**config.mk**
```make
export PLATFORM = sky130hd
export DESIGN_NAME = cv32e40s_data_obi_arbiter
export DESIGN_NICKNAME = d
export VERILOG_FILES = /design/src/rtl/cv32e40s_data_obi_arbiter.sv
export SDC_FILE = /design/constraint.sdc
export NUM_CORES = 1
export LEC_CHECK = 0
export ABC_AREA = 1
export BUFFER_PORTS_ARGS = -buffer_cell sky130_fd_sc_hd__buf_2
export CAP_MARGIN = 20
export CORE_ASPECT_RATIO = 2
export CORE_MARGIN = 8
export CORE_UTILIZATION = 26
export DETAILED_ROUTE_END_ITERATION = 10
export PLACE_DENSITY = 0.77
export SLEW_MARGIN = 10
export SYNTH_ARGS = -nofsm -noshare
export SYNTH_HDL_FRONTEND = slang
export SYNTH_SLANG_ARGS = --single-unit
```
**constraint.sdc**
```tcl
create_clock -name clk -period 1.6 [get_ports clk]
set_clock_uncertainty 0.15 [all_clocks]
set_input_delay 0.16 -clock clk [delete_from_list [all_inputs] [get_ports clk]]
set_output_delay 0.16 -clock clk [all_outputs]
set_load 0.01 [all_outputs]
```
**src/rtl/cv32e40s_data_obi_arbiter.sv**
```systemverilog
// Two-port arbiter for the data-side OBI request path with in-order response routing.
// Optional macro CV32E40S_ARB_RR_EN selects round-robin arbitration (default: port 0 priority).
module cv32e40s_data_obi_arbiter #(
    parameter int  MAX_OUTSTANDING = 2,
    parameter type obi_data_req_t  = logic [68:0]
) (
    input  logic          clk,
    input  logic          rst_n,
    input  logic [1:0]    req_valid_i,
    input  obi_data_req_t req_trans_i [2],
    output logic [1:0]    req_ready_o,
    output logic          valid_o,
    output obi_data_req_t trans_o,
    input  logic          ready_i,
    input  logic          resp_valid_i,
    output logic [1:0]    resp_valid_o,
    output logic          resp_unexp_o
);
    localparam int CNT_W = $clog2(MAX_OUTSTANDING + 1);
    localparam int PTR_W = (MAX_OUTSTANDING > 1) ? $clog2(MAX_OUTSTANDING) : 1;

    typedef enum logic {ARB_IDLE, ARB_LOCK} arb_state_e;

    arb_state_e       state_q;
    logic             gnt_q;
    logic [CNT_W-1:0] cnt_q, cnt_d;
    logic [PTR_W-1:0] wr_ptr_q, rd_ptr_q;
    logic             id_fifo_q [MAX_OUTSTANDING];
`ifdef CV32E40S_ARB_RR_EN
    logic             rr_ptr_q;
`endif

    logic gnt_sel, gnt, full, accept, pop, head;

    function automatic logic [PTR_W-1:0] next_ptr(input logic [PTR_W-1:0] p);
        return (p == PTR_W'(MAX_OUTSTANDING - 1)) ? '0 : p + PTR_W'(1);
    endfunction

    always_comb begin
`ifdef CV32E40S_ARB_RR_EN
        if (&req_valid_i) gnt_sel = rr_ptr_q;
        else              gnt_sel = req_valid_i[1] & ~req_valid_i[0];
`else
        gnt_sel = req_valid_i[1] & ~req_valid_i[0];
`endif
    end

    // Grant is pinned to port 0 in reset so trans_o shows the port-0 payload.
    assign gnt    = !rst_n ? 1'b0 : ((state_q == ARB_LOCK) ? gnt_q : gnt_sel);
    assign full   = (cnt_q == CNT_W'(MAX_OUTSTANDING));
    assign valid_o = rst_n && !full && req_valid_i[gnt];
    assign accept  = valid_o && ready_i;
    assign trans_o = req_trans_i[gnt];

    assign head         = id_fifo_q[rd_ptr_q];
    assign pop          = rst_n && resp_valid_i && (cnt_q != '0);
    assign resp_unexp_o = rst_n && resp_valid_i && (cnt_q == '0);

    generate
        for (genvar gi = 0; gi < 2; gi++) begin : g_port
            assign req_ready_o[gi]  = rst_n && ready_i && !full && (gnt == 1'(gi));
            assign resp_valid_o[gi] = pop && (head == 1'(gi));
        end
    endgenerate

    assign cnt_d = cnt_q + CNT_W'(accept) - CNT_W'(pop);

    always_ff @(posedge clk) begin
        if (accept) id_fifo_q[wr_ptr_q] <= gnt;
    end

    always_ff @(posedge clk) begin
        if (!rst_n) begin
            state_q  <= ARB_IDLE;
            gnt_q    <= 1'b0;
            cnt_q    <= '0;
            wr_ptr_q <= '0;
            rd_ptr_q <= '0;
`ifdef CV32E40S_ARB_RR_EN
            rr_ptr_q <= 1'b0;
`endif
        end else begin
            cnt_q <= cnt_d;
            if (accept) wr_ptr_q <= next_ptr(wr_ptr_q);
            if (pop)    rd_ptr_q <= next_ptr(rd_ptr_q);
`ifdef CV32E40S_ARB_RR_EN
            if (accept) rr_ptr_q <= ~gnt;
`endif
            case (state_q)
                ARB_IDLE: begin
                    if (valid_o && !ready_i) begin
                        state_q <= ARB_LOCK;
                        gnt_q   <= gnt;
                    end
                end
                ARB_LOCK: begin
                    if (accept) state_q <= ARB_IDLE;
                end
                default: state_q <= ARB_IDLE;
            endcase
        end
    end
endmodule

```
==> run_results.csv <==
group,metric,value,unit
outcome,status,"complete, but fails checks",
outcome,violations,"negative setup slack",
clock_tree,clk_pin_slew_worst_paths,0.05,ns
layout,finalInstanceArea,0.00352,mm2
synthesis,synthesis.nets,439,
min_path,min_path_type,"primary input to register",
die,num_rows,37,
detailed_routing,route.vias.total,2759,
die,core-area,0.00505,mm2
detailed_routing,wire_per_inst,16.7,um
critical_path,regToRegEndpoint,"cnt_q[1]",
clock_tree,cts_tree,"yes",
placement,place.gp.congestion,1.01,
die,die_x,66.9,um
synthesis,synthCells,294,
critical_path,rrSetupSlack,-0.21,ns
timing,finalCritPeriodShare,1.14,
clock_tree,numCtsBuffers,3,
critical_path,end_kind,"primary output",
synthesis,synthesis.area,0.00135,mm2
critical_path,setup.worst_path.end,"trans_o[21]",
clock_tree,numClockSinks,9,
clock_tree,htreeDepth,1,
placement,dp_hpwl,7.87,mm
power_and_ir_drop,power.leakage,2.22,nW
layout,antennaDiodeCount,0,
global_routing,grt_pass1_wl,14.2,mm
power_and_ir_drop,vdd_drop_max,0.543,mV
critical_path,crit_arrival,1.52,ns
clock_tree,cts_root_buf,"clkbuf_8",
synthesis,yosysSeqAreaShare,0.149,
timing,timing.fmax,547,MHz
layout,area_growth,162,%
power_and_ir_drop,power_density,524,mW/mm2
critical_path,critPathLaunchType,"register",
detailed_routing,drc,0,
global_routing,overflow,0,
die,start_util,0.267,
clock_tree,clockBufferDepth,2,
layout,fillers,431,
flow_run,maxCapViolations,0,
critical_path,crit_fanout,8,
die,die_area,0.00787,mm2
critical_path,critical_path_class,"register to primary output",
placement,numPortBuffers,218,
die,dieHeight,118,um
placement,placed_area,0.00262,mm2
detailed_routing,drtIter0Drc,103,
synthesis,avgSynthCellArea,4.57,um2
layout,final_cell_mix,"buf_2, nand2_1, nand2_2",
layout,finalNetCount,691,
timing,slew_headroom,0.846,
global_routing,grt_pass1_vias,2843,
timing,tightest_slew,0.229,ns
global_routing,grt_max_degree,30,
global_routing,track_usage,0.230,
synthesis,synth_cell_types,18,
power_and_ir_drop,power.total,0.00185,W
timing,rsz0062_at_grt,"true",
synthesis,yosysWarnings,0,
detailed_routing,ant_nets,0,
timing,fin_tns_setup,-13.07,ns
timing,final-setup-viol-count,74,
detailed_routing,firstDrtPassIters,4,
timing,finalHoldViolCount,0,
timing,setup_ws,-0.230,ns
timing,maxSlewViolCount,0,
detailed_routing,vias_per_cell,4.58,
synthesis,ys_ff_latch,9,
critical_path,cp_data_required_time,1.29,ns
layout,final_common_cell,"buf_2",
global_routing,antenna_found_initial,0,
die,pin_count,219,
layout,drive_gt1_frac,0.629,
critical_path,reg2regPathDepth,11,
clock_tree,insertion_delay,0.24,ns
timing,period_needed,1.83,ns
detailed_routing,wirelength,10.1,mm
## layer usage
layer / share of wire / GRT usage / vias up / wire (um)
li1: - / - / 1379 / -
met1: 0.36 / 0.233 / 1177 / 3620
met2: 0.49 / 0.403 / 193 / 4950
met3: 0.14 / 0.108 / 10 / 1370
met4: 0.013 / 0.0567 / 0 / 129
met5: 0 / 0 / - / 0
## per-stage QoR
| stage | util | worst slack, ns | hold WS, ns | std cells |
|---|---|---|---|---|
| after floorplan | - | -0.0857 | 0.103 | 294 |
| after global placement | 0.519 | -0.0878 | 0.292 | 578 |
| after detailed placement | 0.519 | -0.221 | 0.296 | 578 |
| after global routing | 0.698 | -0.306 | 0.0791 | 603 |
| final | 0.698 | -0.230 | 0.0770 | 603 |
| after CTS | 0.648 | -0.186 | 0.0692 | 601 |
## where the power goes
part | leakage (nW) | switching (W) | internal [W]
combinational | 2.12 | 0.000634 | 0.000669
clock | 0.0228 | 0.000106 | 0.000175
sequential | 0.0777 | 0.0000119 | 0.000250
## cell type report
class                   instances  area [um2]  area share
clock buffers                   4        45.0      0.0128
inverters                      16        67.6      0.0192
multi-input cells             255        1270       0.360
flip-flops and latches          9         208      0.0590
well taps                      58        72.6      0.0206
repair buffers                261        1860       0.528
## cell families after synthesis
kind of cell    Yosys count  synth area share
simple gates            245             0.700
fa+ha+maj                 1           0.00930
flops                     9             0.149
buf+inv                  30             0.103
xor+xnor                  1           0.00651
compound gates            8            0.0326
## synth_stat cells
master    number  area (um2)
inv_2          2        7.51
o21ai_0        3        15.0
nor2_2         1        6.26
clkbuf_1       7        26.3
xnor2_1        1        8.76
ha_1           1        12.5
inv_1         14        52.6
edfxtp_1       2        60.1
nand2_1      222         833
buf_4          7        52.6
a21oi_2        1        8.76
nor3_1         2        10.0
nand3_1        4        20.0
nand2_2        2        12.5
nand3_2        1        10.0
a21oi_1        4        20.0
dfxtp_1        7         140
nor2_1        13        48.8
## how the worst min path moves through the flow
stage / start / to / cells after the start
floorplan: rst_n / cnt_q[0] / 2
global placement: rst_n / wr_ptr_q / 3
detailed placement: rd_ptr_q / rd_ptr_q / 1
CTS: rst_n / wr_ptr_q / 3
global route: rst_n / wr_ptr_q / 3
finish: rst_n / wr_ptr_q / 3
## repair_timing
action	in CTS	in global routing
pin swaps	14	16
endpoints found under the setup margin	75	79
gates cloned	6	1
buffers inserted	13	2
resized for setup	102	66
hold buffers	0	0
## worst max-delay path, stage by stage, from the launching register on
cell and delay [ns]:
dfxtp_4 0.35, a21oi_4 0.17, nand2_4 0.12, inv_8 0.10, buf_6 0.13, buf_12 0.15
nand2_2 0.05, nand2_1 0.07, buf_2 0.13
(Power assumes the default switching activity.)
